==> config.mk <==
export PLATFORM = sky130hd
export DESIGN_NAME = dual_beam_thresh_servo
export DESIGN_NICKNAME = d
export VERILOG_FILES = /design/src/rtl/dual_beam_thresh_servo.sv
export SDC_FILE = /design/constraint.sdc
export NUM_CORES = 1
export LEC_CHECK = 0
export CAP_MARGIN = 20
export CORE_MARGIN = 3
export CORE_UTILIZATION = 50
export DETAILED_ROUTE_END_ITERATION = 16
export DONT_BUFFER_PORTS = 1
export PLACE_DENSITY = 0.69
export SLEW_MARGIN = 20
export SYNTH_ARGS = -nofsm -noshare
export SYNTH_HDL_FRONTEND = slang
export SYNTH_SLANG_ARGS = --single-unit
==> constraint.sdc <==
create_clock -name clk_i -period 3.4 [get_ports clk_i]
set_clock_uncertainty 0.05 [all_clocks]
set_input_delay 0.34 -clock clk_i [delete_from_list [all_inputs] [get_ports clk_i]]
set_output_delay 0.34 -clock clk_i [all_outputs]
set_load 0.05 [all_outputs]
==> src/rtl/dual_beam_thresh_servo.sv <==
// Threshold servo for dual_pueo_beam: counts both beams' triggers over a gate and steps each threshold toward a target rate.
// Latency: the threshold load sequence is 3 cycles; gate-to-gate cadence is period + 4 cycles.
// No backpressure: a started load sequence always completes, and dropping enable during a gate discards that gate.
module dual_beam_thresh_servo #(
   parameter int THRESH_BITS = 18,
   parameter int CNT_BITS    = 24,
   parameter int PERIOD_BITS = 32
) (
   input  logic                   clk_i,
   input  logic                   rst_n_i,
   input  logic                   enable_i,
   input  logic [1:0]             trigger_i,
   input  logic [PERIOD_BITS-1:0] period_i,
   input  logic [CNT_BITS-1:0]    target_i,
   input  logic [THRESH_BITS-1:0] step_i,
   input  logic [THRESH_BITS-1:0] thresh_init_i,
   output logic [THRESH_BITS-1:0] thresh_o,
   output logic [1:0]             thresh_ce_o,
   output logic                   update_o,
   output logic [CNT_BITS-1:0]    count_a_o,
   output logic [CNT_BITS-1:0]    count_b_o,
   output logic                   count_valid_o,
   output logic                   busy_o
);

   typedef enum logic [2:0] {
      S_IDLE, S_LOAD_A, S_LOAD_B, S_UPDATE, S_COUNT, S_CALC
   } state_t;

   state_t                 state_q, state_d;
   logic [THRESH_BITS-1:0] thr_a_q, thr_b_q, thr_a_d, thr_b_d;
   logic [CNT_BITS-1:0]    cnt_a_q, cnt_b_q, cnt_a_inc, cnt_b_inc;
   logic [PERIOD_BITS-1:0] gate_q, period_q;
   logic                   gate_last, gate_done;
   logic [THRESH_BITS-1:0] thresh_d;
   logic [1:0]             ce_d;
   logic                   upd_d;

   // One servo step: move the threshold up when the beam fires too often, down when too rarely,
   // clamping at both rails via a guard bit.
   function automatic logic [THRESH_BITS-1:0] servo_step(
      input logic [THRESH_BITS-1:0] thr,
      input logic [CNT_BITS-1:0]    cnt,
      input logic [CNT_BITS-1:0]    target,
      input logic [THRESH_BITS-1:0] step
   );
      logic [THRESH_BITS:0] up;
      logic [THRESH_BITS:0] dn;
      up = {1'b0, thr} + {1'b0, step};
      dn = {1'b0, thr} - {1'b0, step};
      if (cnt > target)
         servo_step = up[THRESH_BITS] ? '1 : up[THRESH_BITS-1:0];
      else if (cnt < target)
         servo_step = dn[THRESH_BITS] ? '0 : dn[THRESH_BITS-1:0];
      else
         servo_step = thr;
   endfunction

   assign gate_last = (gate_q == period_q - PERIOD_BITS'(1));
   assign gate_done = (state_q == S_COUNT) && enable_i && gate_last;
   assign cnt_a_inc = (&cnt_a_q) ? cnt_a_q : cnt_a_q + CNT_BITS'(trigger_i[1]);
   assign cnt_b_inc = (&cnt_b_q) ? cnt_b_q : cnt_b_q + CNT_BITS'(trigger_i[0]);
   assign busy_o    = (state_q != S_IDLE);

   // Next-state logic; the load sequence runs to completion regardless of enable.
   always_comb begin
      state_d = state_q;
      case (state_q)
         S_IDLE:   if (enable_i) state_d = S_LOAD_A;
         S_LOAD_A: state_d = S_LOAD_B;
         S_LOAD_B: state_d = S_UPDATE;
         S_UPDATE: state_d = enable_i ? S_COUNT : S_IDLE;
         S_COUNT: begin
            if (!enable_i)      state_d = S_IDLE;
            else if (gate_last) state_d = S_CALC;
         end
         S_CALC:   state_d = S_LOAD_A;
         default:  state_d = S_IDLE;
      endcase
   end

   // Threshold datapath: seed on leaving IDLE, servo step in CALC.
   always_comb begin
      thr_a_d = thr_a_q;
      thr_b_d = thr_b_q;
      if (state_q == S_IDLE && enable_i) begin
         thr_a_d = thresh_init_i;
         thr_b_d = thresh_init_i;
      end else if (state_q == S_CALC) begin
         thr_a_d = servo_step(thr_a_q, cnt_a_q, target_i, step_i);
         thr_b_d = servo_step(thr_b_q, cnt_b_q, target_i, step_i);
      end
   end

   // Beam-side load outputs, decoded from the next state so they are registered during each load cycle.
   always_comb begin
      thresh_d = thresh_o;
      ce_d     = 2'b00;
      upd_d    = 1'b0;
      case (state_d)
         S_LOAD_A: begin
            thresh_d = thr_a_d;
            ce_d     = 2'b10;
         end
         S_LOAD_B: begin
            thresh_d = thr_b_q;
            ce_d     = 2'b01;
         end
         S_UPDATE: upd_d = 1'b1;
         default: ;
      endcase
   end

   // State, thresholds, gate counters and exported counts.
   always_ff @(posedge clk_i or negedge rst_n_i) begin
      if (!rst_n_i) begin
         state_q       <= S_IDLE;
         thr_a_q       <= '0;
         thr_b_q       <= '0;
         cnt_a_q       <= '0;
         cnt_b_q       <= '0;
         gate_q        <= '0;
         period_q      <= '0;
         thresh_o      <= '0;
         thresh_ce_o   <= '0;
         update_o      <= 1'b0;
         count_a_o     <= '0;
         count_b_o     <= '0;
         count_valid_o <= 1'b0;
      end else begin
         state_q       <= state_d;
         thr_a_q       <= thr_a_d;
         thr_b_q       <= thr_b_d;
         thresh_o      <= thresh_d;
         thresh_ce_o   <= ce_d;
         update_o      <= upd_d;
         count_valid_o <= gate_done;
         if (state_q == S_UPDATE) begin
            gate_q   <= '0;
            cnt_a_q  <= '0;
            cnt_b_q  <= '0;
            period_q <= (period_i == '0) ? PERIOD_BITS'(1) : period_i;
         end else if (state_q == S_COUNT) begin
            gate_q  <= gate_q + PERIOD_BITS'(1);
            cnt_a_q <= cnt_a_inc;
            cnt_b_q <= cnt_b_inc;
         end
         if (gate_done) begin
            count_a_o <= cnt_a_inc;
            count_b_o <= cnt_b_inc;
         end
      end
   end

endmodule

# [Word level (Yosys, flattened, before mapping)]
# Cells that the tools add are included.
[classes] add_sub_neg=8 magnitude_cmp=4 eq_ne=9 n_mux=29 reduce_logical=13
[ops] operator="18-bit two-way mux" count=12
[ops] operator="24-bit two-way mux" count=6
[ops] operator="32-bit two-way mux" count=3
[ops] operator="24-bit by 1-bit adder with 24-bit output" count=2
[ops] operator="24-bit greater-than comparator" count=2
[ops] operator="24-bit less-than comparator" count=2
[ops] operator="24-bit AND reduction" count=2
[ops] operator="18-bit by 18-bit adder with 19-bit output" count=2
[ops] operator="18-bit by 18-bit subtractor with 19-bit output" count=2
[ops] operator="18-bit case mux with 2 select lines" count=1
[ops] operator="32-bit by 1-bit adder with 32-bit output, second input constant" count=1
[ops] operator="32-bit == test" count=1
[ops] operator="32-bit zero test" count=1
[ops] operator="32-bit by 1-bit subtractor with 32-bit output, second input constant" count=1
[ops] operator="3-bit case mux with 6 select lines" count=1
[ops] operator="3-bit by 2-bit == test with 1-bit output, second input constant" count=4
[ops] operator="3-bit two-way mux" count=4
[ops] operator="3-bit by 1-bit == test with 1-bit output, second input constant" count=2
[ops] operator="3-bit == test, second input constant" count=2
[ops] operator="2-bit nonzero test" count=3
[ops] operator="3-bit nonzero test" count=2
[ops] operator="2-bit case mux with 2 select lines" count=1
[ops] operator="1-bit logical AND" count=3
[ops] operator="3-bit zero test" count=1
[ops] operator="2 further kinds" count=2
[word_totals] ff_bits=221 in_bits=97 out_inout_bits=71 word_cells=76

# [Longest topological paths before layout]
[logic_depth] depth_word=7 mapped_depth=14 mapped_depth_nobuf=13

# [Worst setup path after synthesis]
# OpenSTA, ideal clock, no wires.
[synth_path] path_type="register -> register" from="register period_q[6]" to="register count_a_o[15]" setup_ns=0.128 arrival_ns=3.039 required_time_ns=3.222 slack_ns=0.183 path_stages_with_launch=13 path_buffers=3 synth_period_minus_slack_ns=3.217 cell_sequence="dfrtp_1 -> buf_2 -> nor3_2 -> nand3_1 -> nor2_1 -> xnor2_1 -> nand2_1 -> or4b_1 -> or3_1 -> nor3_4 -> buf_6 -> buf_8 -> mux2_1"
[synth_via] elab_chain_len=3
[synth_lines] item="start, declared" line_no="33" source="logic [PERIOD_BITS-1:0] gate_q, period_q;"
[synth_lines] item="start signal, assigned" line_no="142" source="period_q <= (period_i == '0) ? PERIOD_BITS'(1) : period_i;"
[synth_lines] item="32-bit by 1-bit subtractor with 32-bit output" line_no="59" source="assign gate_last = (gate_q == period_q - PERIOD_BITS'(1));"
[synth_lines] item="32-bit == test" line_no="59"
[synth_lines] item="1-bit logical AND" line_no="60" source="assign gate_done = (state_q == S_COUNT) && enable_i && gate_last;"
[synth_lines] item="end signal, assigned" line_no="149" source="count_a_o <= cnt_a_inc;"
[synth_lines] item="end, declared" line_no="20" source="output logic [CNT_BITS-1:0] count_a_o,"
# No other way between the ends.
# A chain may end at the register's enable or synchronous reset.

# [Worst setup path after layout]
[layout_path] from="register period_q[4]" to="register count_a_o[6]"
# The elaborated chain is that of the path after synthesis.

==> flow_summary.toml <==
[status]
outcome = "finished with violations"
failed_checks = "hold timing"

[drt]
wire_per_inst_um = 20.72
avgViaCountPerCell = 6.171
drt_pass1_iterations = 5
drtIter0Drc = 1299
remaining_drc_errors = 0
routed_wl_mm = 52.84
dr_total_vias = 15740
ant_nets = 0

[logic_synthesis]
synth_async_sr_flop_share = 1.000
ys.flop_type = "dfrtp_1"
yosys.area.top_type = "dfrtp_1"
ys_top_cells_by_area = "dfrtp_1, ha_1, nand2_1, o21ai_0, xnor2_1"
synth_cells = 1993
yosysWarnings = 0
yosys.area.top_type_share = 0.3328
syn_area_sq_mm = 0.01662
synth_cell_types = 81
syn_area_per_cell_sq_um = 8.338
yosysSeqAreaShare = 0.3328
synth_seq_cells = 221
synth-edff-count = 0
syn_nets = 2220

[critical_path]
start_kind = "register"
worst_setup_path_end_kind = "register"
crit_type = "reg2reg"
arrival_ns = 3.68
worstPathMaxFanout = 14
critical_path_required_ns = 3.79

[sta]
hold_viol = 221
worstMarginPinSlew_ns = 0.7778
setup_viol = 0
drv_slew = 0
fmax_ghz = 0.3044
relSlewSlack = 0.4681
period_share = 0.9661
timing.hold.ws_ns = -0.5473
timing.final.crit_period_ns = 3.285

[final_layout]
final_nets = 2314
drive_gt1_frac = 0.1243
num-fill-cells = 2877
seq_area_sq_mm = 0.005530
final_area_sq_mm = 0.01931
area_growth_pct = 16.22
final_cells = 2550
n_antenna_cell = 0
multi_input_area_sq_mm = 0.01044

[floorplan]
dieArea_sq_mm = 0.03546
rows = 66
num_io_pins = 168
start_util = 0.5094
die_h_um = 188.3
dieWidth_um = 188.3
core_sq_mm = 0.03262

[cts]
clockRootBuffer = "clkbuf_16"
clk_latency_ns = 0.57
cts.sinks = 221
htree_levels = 1
clkTransAtPathRegs_ns = 0.06
cts_tree = "done"
numCtsBuffers = 27
clk_path_buf_depth = 3
cts_hold_buf = 51

[grt]
grt_pass1_wl_mm = 83.45
antenna_found_initial = 0
grt_overflow = 0
grtUsageTotal = 0.2891
grt_start_max_net_pins = 222
grt_pass1_vias = 15280

[power]
cellPowerDensity_mw_per_mm2 = 735.5
max-vdd-ir-drop_uv = 349.5
p_leak_nw = 9.026
p_total_mw = 14.20

[placed_design]
place_congestion = 0.9497
io_buffers = 0
dp_cells = 2442
dp_hpwl_mm = 37.92
placed_area_sq_mm = 0.01766

[job]
drv_cap = 0

[hold_path]
hp-class = "in2async"
-- cell families after synthesis --
group	count (synthesis)	share of synthesized area
buffers and inverters	190	0.04495
AO/OA/AOI/OAI	517	0.1983
multiplexers	61	0.04081
XOR/XNOR	117	0.06167
AND/OR/NAND/NOR	757	0.2217
flip-flops	221	0.3328
adder cells (fa/ha/maj)	130	0.09969
-- final timing paths --
| kind | start | to | slack, ns | cells after the start |
|---|---|---|---|---|
| min in group clk_i | trigger_i[1] | cnt_a_q[0] | 0.08 | 3 |
| max | period_q[4] | count_a_o[6] | 0.12 | 10 |
| max reg2reg | period_q[4] | count_a_o[6] | 0.12 | 10 |
| min | rst_n_i | period_q[25] | -0.55 | 0 |
| min reg2reg | gate_q[31] | gate_q[31] | 0.47 | 1 |
| max in group asynchronous | rst_n_i | count_a_o[19] | 3.48 | 0 |
-- registers in the layout, indices dropped and copies added (netlist names) --
name and flops:
update_o 1, thr_a_q 18, thr_b_q 18, cnt_a_q 24
period_q 32, cnt_b_q 24, count_valid_o 1, thresh_ce_o 2
gate_q 32, thresh_o 18, state_q 3, count_a_o 24
count_b_o 24
-- cell usage after synthesis (16+ instances only) --
cell type / instances
clkbuf_1: 90
o211ai_1: 23
nand2_1: 292
xnor2_1: 65
nand2b_1: 19
nand4_1: 40
xor2_1: 52
a21oi_1: 100
a21o_1: 21
a31oi_1: 24
o31ai_1: 36
nor3_1: 39
dfrtp_1: 221
inv_1: 84
ha_1: 126
nor2_1: 119
nand3_1: 85
o21ai_0: 172
and3_1: 33
nor4_1: 26
nor2b_1: 16
mux2_2: 44
-- critical path, cell delays in order, from the launching register on --
cell and delay [ns]:
dfrtp_1 0.43, nor4_4 0.41, nand2_2 0.15, nor4_1 0.26, xnor2_1 0.18, or4b_1 0.46
or3_1 0.38, nor3_4 0.17, buf_12 0.16, clkbuf_16 0.18, mux2_2 0.34
-- power breakdown --
group	switching, mW	internal, mW
clock	1.20	1.94
sequential	1.05	3.18
combinational	4.04	2.79
-- per-layer routing --
metal	GRT usage	part of all wire	vias up
li1	-	-	7365
met5	0	0	-
met1	0.4028	0.43	7631
met2	0.4722	0.46	644
met3	0.04186	0.077	95
met4	0.08164	0.029	0
-- area by class of cell --
cell class | count | share of cell area
clock buffer | 43 | 0.04431
clock inverter | 7 | 0.006220
inverter | 85 | 0.01652
multi-input combinational | 1582 | 0.5405
sequential | 221 | 0.2864
tap | 442 | 0.02864
timing repair buffer | 170 | 0.07749
-- through the flow --
step / utilization / TNS, ns / worst slack (ns)
after floorplan: - / 0 / 0.1832
after global placement: 0.5414 / 0 / 0.04878
after detailed placement: 0.5414 / -0.01988 / -0.01988
after CTS: 0.5871 / 0 / 0.02617
after global routing: 0.5921 / -0.1038 / -0.01729
final: 0.5921 / 0 / 0.1151
-- layout by cell type, fill, tap and decap left out, types with 32 or more instances in the layout --
cell             n
a21oi_1         98
and3_1          32
buf_4          112
dfrtp_1        221
dlygate4sd3_1   51
ha_1           126
inv_1           84
mux2_2          44
nand2_1        288
nand3_1         84
nand4_1         40
nor2_1         114
nor3_1          37
o21ai_0        170
o31ai_1         35
xnor2_1         65
xor2_1          52
-- what timing repair did --
action,4_1_cts,5_1_grt
cloned,0,1
endpoints found under the hold margin,303,221
setup endpoints to repair,7,86
gates resized for setup,1,28
setup buffers,0,6
pin swaps,0,7
No activity file was read; power rests on OpenSTA's default activity.
